===== src/rtl/ram_arbiter_pkg.sv =====
// ram_arbiter_pkg: shared widths, FSM encodings and requester IDs for the RAM arbiter.
// Rev 1.0
`default_nettype none

package ram_arbiter_pkg;
  localparam int RAM_ADDR_WIDTH = 10;
  localparam int RAM_DATA_WIDTH = 32;

  typedef enum logic [1:0] {
    ARB_IDLE   = 2'd0,
    ARB_ACCESS = 2'd1,
    ARB_RESP   = 2'd2
  } arb_state_t;

  typedef enum logic {
    ARB_IF = 1'b0,
    ARB_DM = 1'b1
  } arb_id_t;
endpackage

`default_nettype wire


===== src/rtl/ram_arbiter_if.sv =====
// ram_arbiter_if: requester handshakes plus the RAM port, seen from the arbiter (slave) and its peers (master).
// Rev 1.0
`default_nettype none

interface ram_arbiter_if;
  import ram_arbiter_pkg::*;

  logic                      if_req;
  logic [RAM_ADDR_WIDTH-1:0] if_addr;
  logic                      if_ack;
  logic [RAM_DATA_WIDTH-1:0] if_rdata;

  logic                      dm_req;
  logic                      dm_we;
  logic [RAM_ADDR_WIDTH-1:0] dm_addr;
  logic [RAM_DATA_WIDTH-1:0] dm_wdata;
  logic                      dm_ack;
  logic [RAM_DATA_WIDTH-1:0] dm_rdata;

  logic [RAM_ADDR_WIDTH-1:0] ram_addr;
  logic                      ram_we;
  logic [RAM_DATA_WIDTH-1:0] ram_wdata;
  logic [RAM_DATA_WIDTH-1:0] ram_rdata;

  logic                      busy;

  modport slave (
    input  if_req, if_addr, dm_req, dm_we, dm_addr, dm_wdata, ram_rdata,
    output if_ack, if_rdata, dm_ack, dm_rdata, ram_addr, ram_we, ram_wdata, busy
  );

  modport master (
    output if_req, if_addr, dm_req, dm_we, dm_addr, dm_wdata, ram_rdata,
    input  if_ack, if_rdata, dm_ack, dm_rdata, ram_addr, ram_we, ram_wdata, busy
  );
endinterface

`default_nettype wire


===== src/rtl/ram_arbiter_pick.sv =====
// ram_arbiter_pick: combinational two-way grant with round-robin tie-break on the last granted requester.
// Rev 1.0
`default_nettype none

module ram_arbiter_pick
  import ram_arbiter_pkg::*;
(
  input  logic    if_req,
  input  logic    dm_req,
  input  logic    if_elig,
  input  logic    dm_elig,
  input  arb_id_t last,
  output logic    gnt_valid,
  output arb_id_t gnt_id
);

  logic if_ok;
  logic dm_ok;

  assign if_ok = if_req & if_elig;
  assign dm_ok = dm_req & dm_elig;

  always_comb begin
    gnt_valid = if_ok | dm_ok;
    gnt_id    = ARB_IF;
    if (if_ok && dm_ok) begin
      // On a tie the requester that was not served last goes next
      gnt_id = (last == ARB_IF) ? ARB_DM : ARB_IF;
    end else if (dm_ok) begin
      gnt_id = ARB_DM;
    end
  end

endmodule

`default_nettype wire


===== src/rtl/ram_arbiter.sv =====
// ram_arbiter: shares one single-port synchronous RAM between fetch and data requesters, one access at a time.
// Rev 1.0
`default_nettype none

module ram_arbiter
  import ram_arbiter_pkg::*;
(
  input  logic          clk,
  input  logic          rst,
  ram_arbiter_if.slave  bus
);

  arb_state_t                state;
  arb_id_t                   winner;
  arb_id_t                   last_q;
  logic [RAM_ADDR_WIDTH-1:0] addr_q;
  logic [RAM_DATA_WIDTH-1:0] wdata_q;
  logic                      we_q;
  logic                      if_ack_q;
  logic                      dm_ack_q;
  logic                      busy_q;

  logic                      gnt_valid;
  arb_id_t                   gnt_id;
  logic                      if_elig;
  logic                      dm_elig;

  // The requester just acked still holds req during RESP and must not be re-granted there
  assign if_elig = !((state == ARB_RESP) && (winner == ARB_IF));
  assign dm_elig = !((state == ARB_RESP) && (winner == ARB_DM));

  ram_arbiter_pick u_pick (
    .if_req    (bus.if_req),
    .dm_req    (bus.dm_req),
    .if_elig   (if_elig),
    .dm_elig   (dm_elig),
    .last      (last_q),
    .gnt_valid (gnt_valid),
    .gnt_id    (gnt_id)
  );

  always_ff @(posedge clk) begin
    if (rst) begin
      state    <= ARB_IDLE;
      winner   <= ARB_IF;
      last_q   <= ARB_IF;
      addr_q   <= '0;
      wdata_q  <= '0;
      we_q     <= 1'b0;
      if_ack_q <= 1'b0;
      dm_ack_q <= 1'b0;
      busy_q   <= 1'b0;
    end else begin
      if_ack_q <= 1'b0;
      dm_ack_q <= 1'b0;
      case (state)
        ARB_IDLE, ARB_RESP: begin
          if (gnt_valid) begin
            winner <= gnt_id;
            last_q <= gnt_id;
            if (gnt_id == ARB_DM) begin
              addr_q  <= bus.dm_addr;
              we_q    <= bus.dm_we;
              wdata_q <= bus.dm_wdata;
            end else begin
              addr_q  <= bus.if_addr;
              we_q    <= 1'b0;
            end
            state  <= ARB_ACCESS;
            busy_q <= 1'b1;
          end else begin
            state  <= ARB_IDLE;
            busy_q <= 1'b0;
          end
        end
        ARB_ACCESS: begin
          if_ack_q <= (winner == ARB_IF);
          dm_ack_q <= (winner == ARB_DM);
          state    <= ARB_RESP;
          busy_q   <= 1'b1;
        end
        default: begin
          state  <= ARB_IDLE;
          busy_q <= 1'b0;
        end
      endcase
    end
  end

  // addr_q holds after ACCESS so the RAM's registered read stays valid through RESP
  assign bus.ram_addr  = addr_q;
  assign bus.ram_wdata = wdata_q;
  assign bus.ram_we    = (state == ARB_ACCESS) & we_q & ~rst;
  assign bus.if_ack    = if_ack_q;
  assign bus.dm_ack    = dm_ack_q;
  assign bus.if_rdata  = bus.ram_rdata;
  assign bus.dm_rdata  = bus.ram_rdata;
  assign bus.busy      = busy_q;

endmodule

`default_nettype wire


===== src/flat_wrapper.sv =====
// flat-port wrapper written by rule: the top's interface ports become plain ports
module ram_arbiter_flat import ram_arbiter_pkg::*;
  (clk, rst, bus_if_req, bus_if_addr, bus_dm_req, bus_dm_we, bus_dm_addr, bus_dm_wdata, bus_ram_rdata, bus_if_ack, bus_if_rdata, bus_dm_ack, bus_dm_rdata, bus_ram_addr, bus_ram_we, bus_ram_wdata, bus_busy);
  ram_arbiter_if bus_i ();
  input  logic clk;
  input  logic rst;
  input wire logic [$bits(bus_i.if_req)-1:0] bus_if_req;
  input wire logic [$bits(bus_i.if_addr)-1:0] bus_if_addr;
  input wire logic [$bits(bus_i.dm_req)-1:0] bus_dm_req;
  input wire logic [$bits(bus_i.dm_we)-1:0] bus_dm_we;
  input wire logic [$bits(bus_i.dm_addr)-1:0] bus_dm_addr;
  input wire logic [$bits(bus_i.dm_wdata)-1:0] bus_dm_wdata;
  input wire logic [$bits(bus_i.ram_rdata)-1:0] bus_ram_rdata;
  output wire logic [$bits(bus_i.if_ack)-1:0] bus_if_ack;
  output wire logic [$bits(bus_i.if_rdata)-1:0] bus_if_rdata;
  output wire logic [$bits(bus_i.dm_ack)-1:0] bus_dm_ack;
  output wire logic [$bits(bus_i.dm_rdata)-1:0] bus_dm_rdata;
  output wire logic [$bits(bus_i.ram_addr)-1:0] bus_ram_addr;
  output wire logic [$bits(bus_i.ram_we)-1:0] bus_ram_we;
  output wire logic [$bits(bus_i.ram_wdata)-1:0] bus_ram_wdata;
  output wire logic [$bits(bus_i.busy)-1:0] bus_busy;
  assign bus_i.if_req = bus_if_req;
  assign bus_i.if_addr = bus_if_addr;
  assign bus_i.dm_req = bus_dm_req;
  assign bus_i.dm_we = bus_dm_we;
  assign bus_i.dm_addr = bus_dm_addr;
  assign bus_i.dm_wdata = bus_dm_wdata;
  assign bus_i.ram_rdata = bus_ram_rdata;
  assign bus_if_ack = bus_i.if_ack;
  assign bus_if_rdata = bus_i.if_rdata;
  assign bus_dm_ack = bus_i.dm_ack;
  assign bus_dm_rdata = bus_i.dm_rdata;
  assign bus_ram_addr = bus_i.ram_addr;
  assign bus_ram_we = bus_i.ram_we;
  assign bus_ram_wdata = bus_i.ram_wdata;
  assign bus_busy = bus_i.busy;
  ram_arbiter u_core (.clk(clk), .rst(rst), .bus(bus_i));
endmodule

===== config.mk =====
export PLATFORM = sky130hd
export DESIGN_NAME = ram_arbiter_flat
export DESIGN_NICKNAME = d
export VERILOG_FILES = /design/src/rtl/ram_arbiter_pkg.sv /design/src/rtl/ram_arbiter_if.sv /design/src/rtl/ram_arbiter_pick.sv /design/src/rtl/ram_arbiter.sv /design/src/flat_wrapper.sv
export SDC_FILE = /design/constraint.sdc
export NUM_CORES = 1
export LEC_CHECK = 0
export CORE_MARGIN = 2
export CORE_UTILIZATION = 33
export CTS_BUF_LIST = sky130_fd_sc_hd__clkbuf_8
export CTS_CLUSTER_SIZE = 28
export DETAILED_ROUTE_END_ITERATION = 10
export HOLD_SLACK_MARGIN = 0.05
export PLACE_DENSITY = 0.82
export SLEW_MARGIN = 20
export SYNTH_ARGS = -nofsm -noshare
export SYNTH_HDL_FRONTEND = slang
export SYNTH_SLANG_ARGS = --single-unit
export TNS_END_PERCENT = 1

===== constraint.sdc =====
create_clock -name clk -period 1.7 [get_ports clk]
set_input_delay 0.34 -clock clk [delete_from_list [all_inputs] [get_ports clk]]
set_output_delay 0.34 -clock clk [all_outputs]
set_load 0.01 [all_outputs]

==> metrics.csv, run 1 <==
metric,value,unit
run_status,finished clean,
vdd_drop_max,0.386,mV
powerDensity,819,nW/um^2
die_x,88.7,um
cts_tree,done,
grt_overflow,0,
arrival,1300,ps
synthMuxAreaShare,0,%
grt_pass1_wl,8.37,mm
yosys.area_share.simple,15.3,%
slew_headroom,64.5,%
grt_use_met1,14.9,%
final_common_cell,clkdlybuf4s50_1,
cts-root-buf,clkbuf_8,
drive_gt1_share,10.3,%
maxCapViolCount,0,
wirelength,5.24,mm
period_minus_slack,1640,ps
clkSlewWorstSetupHoldPaths,80,ps
finClkSkew,8.04,ps
worstSetupPathType,flip-flop to output pin,
worst-endpoint-required,1360,ps
drt_iter0_markers,40,
clk_latency,290,ps
cts-buffers-inserted,5,
worstRegToRegCells,6,
synth-main-ff-cell,dfxtp_1,
clock_path_buffers,2,
endpoint_kind,output pin,
synth-seq-cells,49,
detailed_place_hpwl,3.74,mm
synth_compound_area_share,18.0,%
grt_pass1_vias,1901,
n_antenna_cell,0,
synth_fp_nets,378,
period_share,96.7,%
synth-xor-area-share,0,%
synthTopCellsByArea,"dfxtp_1 (41%), buf_4 (20%), nand2_1 (12%), a21oi_1 (7.2%), a221oi_2 (5.1%)",
ys_warn_count,0,
nets,419,
grtUsageMet2,22.7,%
gp_congestion,0.705,
worstMarginPinSlew,533,ps
finalHoldViolations,0,
setup_viol,0,
port_buffers,102,
rows,30,
htreeDepth,2,
hold_path.class,input pin to flip-flop,
hold_slack,327,ps
slew_violations,0,
cp-start-kind,flip-flop,
async_reset_ff_share,0,%
final_cell_mix,"clkdlybuf4s50_1 (100), nand2_1 (77), dfxtp_1 (47)",
design_area,3160,um^2
core-area,6870,um^2
instances_no_fill,426,
netlist_area,2370,um^2
place_inst,418,
ys_seq_area_share,41.4,%
netlist_instances,289,
drtAntennaViolNets,0,
die_y,88.7,um
synth_top_area_share,41.4,%
synth_area_per_cell,8.19,um^2
route.detailed.drc,0,
grt.busiest_layer,met2,
max_freq,0.609,GHz
synth_top_family_by_area,buffers and inverters,
grt_setup_unrepaired,no,
synth_edf_count,0,
first_pass_iters,5,
initial_core_util,34.5,%
grt_max_degree,47,
vias_per_cell,4.50,
p_leak,1.17,nW
min_delay_path_depth,3,
hold_buffers,0,
grt_usage,13.3,%
ios,199,
use_met3,5.13,%
wl_per_cell,12.3,um
antenna_found_initial,0,
yosysTopAreaCell,dfxtp_1,
numClockSinks,49,
synth_fa_ha_area_share,0,%
area_growth,33.6,%
die_area,7870,um^2
placed_area,3070,um^2
crit_fanout,3,
vias,1918,
ys_types,24,
[registers in the layout, summed over array words and instances (netlist names)]
signal,flops
u_core.state,2
u_core.we_q,1
u_core.bus.dm_ack,1
u_core.winner,1
u_core.bus.busy,1
u_core.bus.ram_addr,10
u_core.bus.ram_wdata,32
u_core.bus.if_ack,1
[where the power goes]
part           internal (W)  leakage [nW]  switching (W)
logic              0.000369         0.721       0.000270
registers           0.00124         0.404      0.0000423
clock network      0.000317        0.0485       0.000356
[stage by stage]
step	worst slack [ps]	setup TNS, ps	utilization [%]	total power, W
detailed placement	-306	-4070	44.7	0.00195
CTS	13.0	0	45.9	0.00263
global placement	-307	-2660	44.7	0.00193
floorplan	327	0	-	0.00173
finish	56.6	0	46.0	0.00259
global route	10.3	0	46.0	0.00274
[kinds of logic (layout without fill, tap and decap cells)]
logic type | count (synthesis) | in the layout
buf+inv | 91 | 132
flops | 49 | 49
compound gates | 61 | 61
simple gates | 88 | 88
[cells in the mapped netlist, types with 2 or more instances]
cell,instances
inv_1,11
a211oi_1,10
a221oi_2,8
nand2_1,77
clkbuf_1,8
buf_2,6
a21oi_1,34
nand3b_1,2
dfxtp_1,49
o21ai_0,3
buf_4,64
a221oi_1,2
and2_1,3
nor2_1,2
[layer usage]
layer / routed length, um / part of all wire, %
met3: 481 / 9.2
met1: 2090 / 40
met5: 0 / 0
met2: 2570 / 49
met4: 102 / 1.9
[final timing paths]
kind                             from                       end  slack (ps)
min reg2reg  u_core.bus.ram_wdata[29]  u_core.bus.ram_wdata[29]         460
min                               rst           u_core.state[1]         330
max reg2reg           u_core.state[0]    u_core.bus.ram_addr[8]         240
max                   u_core.state[0]                bus_ram_we          60
[what timing repair did]
item	4_1_cts	5_1_grt
endpoints found under the setup margin	1	1
pin swaps	0	1
gates resized for setup	6	2
setup buffers	0	1
[final cells by class]
class / instances / area (um^2)
clock buffers: 6 / 82.6
clock inverters: 1 / 3.75
fillers: 680 / 3710
inverters: 11 / 41.3
multi-input cells: 149 / 792
flip-flops and latches: 49 / 983
well taps: 96 / 120
repair buffers: 114 / 1140
[worst max-delay path, cell delays in order (launching register included)]
cell and delay [ps]:
dfxtp_2 330, or3b_4 380, inv_2 70, and2_1 110, buf_2 130
No activity file was read; power rests on OpenSTA's default activity.
==> inputs of run 2 (changes only) <==
--- a/config.mk
+++ b/config.mk
@@ -11,7 +11,7 @@
 export CTS_CLUSTER_SIZE = 28
 export DETAILED_ROUTE_END_ITERATION = 10
 export HOLD_SLACK_MARGIN = 0.05
-export PLACE_DENSITY = 0.82
+export PLACE_DENSITY_LB_ADDON = 0.25
 export SLEW_MARGIN = 20
 export SYNTH_ARGS = -nofsm -noshare
 export SYNTH_HDL_FRONTEND = slang
==> run 2 against run 1 <==
Against the previous run: critical path type unchanged; setup slack worse by 5.3 ps; largest cell class unchanged; global-route usage is 0.45 points higher; sequential share of layout area is 0.44 points lower; via count is 1.3% lower; critical endpoint unchanged; non-clock buffer count stayed put; clock skew is 1.8 ps higher; routed wire length is 4.0% higher; hold slack worse by 1.3 ps.
==> metrics.csv, run 2 (synthesis gave the netlist of run 1 again) <==
metric,value,unit
grt_pass1_wl,8.56,mm
worstMarginPinSlew,538,ps
design_area,3200,um^2
hold_buffers,0,
worstSetupPathType,flip-flop to output pin,
worstReg2RegStart,u_core.state[0],
power,0.00279,W
run_status,finished clean,
largest_register_ff_count,32,
rows,30,
first_pass_iters,4,
cts_setup_buffers,0,
finalHoldViolations,0,
period_share,97.0,%
clkSlewWorstSetupHoldPaths,90,ps
vias_per_cell,4.44,
detailed_place_hpwl,3.70,mm
route.detailed.drc,0,
period_minus_slack,1650,ps
placed_area,3080,um^2
rrSetupSlack,230,ps
grt_max_degree,47,
ios,199,
p_seq_share,45.8,%
clock_path_buffers,2,
swShare,25.2,%
clockPowerShare,31.1,%
die_area,7870,um^2
arrival,1310,ps
final_cell_mix,"clkdlybuf4s50_1 (100), nand2_1 (77), dfxtp_1 (48)",
worstRegToRegCells,6,
grt_setup_unrepaired,yes,
instances_no_fill,427,
r2r-end,u_core.bus.ram_addr[6],
cp-start-kind,flip-flop,
grt_overflow,0,
combPwrFrac,23.1,%
clk_latency,300,ps
htreeDepth,2,
highest_layer,met4,
vias,1894,
slew_violations,0,
grt_usage,13.7,%
max_freq,0.607,GHz
crit_fanout,3,
hold_slack,326,ps
p_leak,1.19,nW
port_buffers,102,
cts-root-buf,clkbuf_8,
final_common_cell,clkdlybuf4s50_1,
grt_pass1_vias,1876,
vdd_drop_max,0.450,mV
internal-power,0.00208,W
pre_cts_slack,-292,ps
hold_path.class,input pin to flip-flop,
worst-endpoint-required,1360,ps
numClockSinks,49,
cts_tree,done,
gp_congestion,0.715,
drt_iter0_markers,38,
p_sw,0.000703,W
setup_viol,0,
nets,419,
wl_met1,2.41,mm
powerDensity,870,nW/um^2
place_inst,419,
n_antenna_cell,0,
worst_slack,51.3,ps
antenna_found_initial,0,
slew_headroom,64.1,%
drtAntennaViolNets,0,
area_growth,35.3,%
maxCapViolCount,0,
initial_core_util,34.5,%
wl_met2,2.43,mm
core-area,6870,um^2
cp-endpoint,bus_ram_we,
setup.worst_path.start,u_core.state[1],
wirelength,5.46,mm
die_y,88.7,um
die_x,88.7,um
cts-buffers-inserted,5,
drive_gt1_share,10.9,%
wl_met3,527,um
endpoint_kind,output pin,
finClkSkew,9.88,ps
wl_per_cell,12.8,um
-- run 2: layout make-up --
class	count	area [um^2]
clock inverters	2	37.5
repair buffers	114	1140
fillers	693	3670
multi-input cells	149	795
flip-flops and latches	49	982
well taps	96	120
clock buffers	6	82.6
inverters	11	41.3
-- run 2: through the flow --
step	TNS, ps	utilization [%]
2_1_floorplan	0	-
3_3_place_gp	-2340	44.8
3_5_place_dp	-4230	44.8
6_report	0	46.6
5_1_grt	-12.5	46.6
4_1_cts	0	46.5
-- run 2: timing repair --
| action | CTS | global route |
|---|---|---|
| pin swaps | 0 | 1 |
| cloned | 0 | 0 |
| setup endpoints to repair | 1 | 1 |
| hold endpoints to repair | 0 | 0 |
| resized for setup | 6 | 3 |
-- run 2: critical path: stages (launching register included) --
cell and delay (ps):
dfxtp_1 320, or3b_4 400, inv_2 70, and2_4 130, buf_6 90
-- run 2: per-layer routing --
layer	up-vias	global-route usage (%)
met5	-	0
met4	0	6.20
met3	13	5.04
met2	80	21.9
met1	846	16.5
li1	955	-
-- run 2: worst min path at each step --
stage | end | from | slack [ps] | cells after the start
floorplan | u_core.we_q | u_core.we_q | 450 | 2
global placement | u_core.bus.ram_wdata[0] | u_core.bus.ram_wdata[0] | 440 | 2
detailed placement | u_core.bus.ram_wdata[29] | u_core.bus.ram_wdata[29] | 450 | 2
CTS | u_core.state[1] | rst | 320 | 3
global route | u_core.state[1] | rst | 340 | 3
finish | u_core.state[1] | rst | 330 | 3
-- run 2: power groups by stage --
stage | Sequential, W | Combinational [W] | Clock [W]
final | 0.00128 | 0.000644 | 0.000865
after global routing | 0.00129 | 0.000704 | 0.000939
after CTS | 0.00128 | 0.000654 | 0.000904
after detailed placement | 0.00130 | 0.000649 | 0
after global placement | 0.00130 | 0.000647 | 0
after floorplan | 0.00134 | 0.000390 | 0
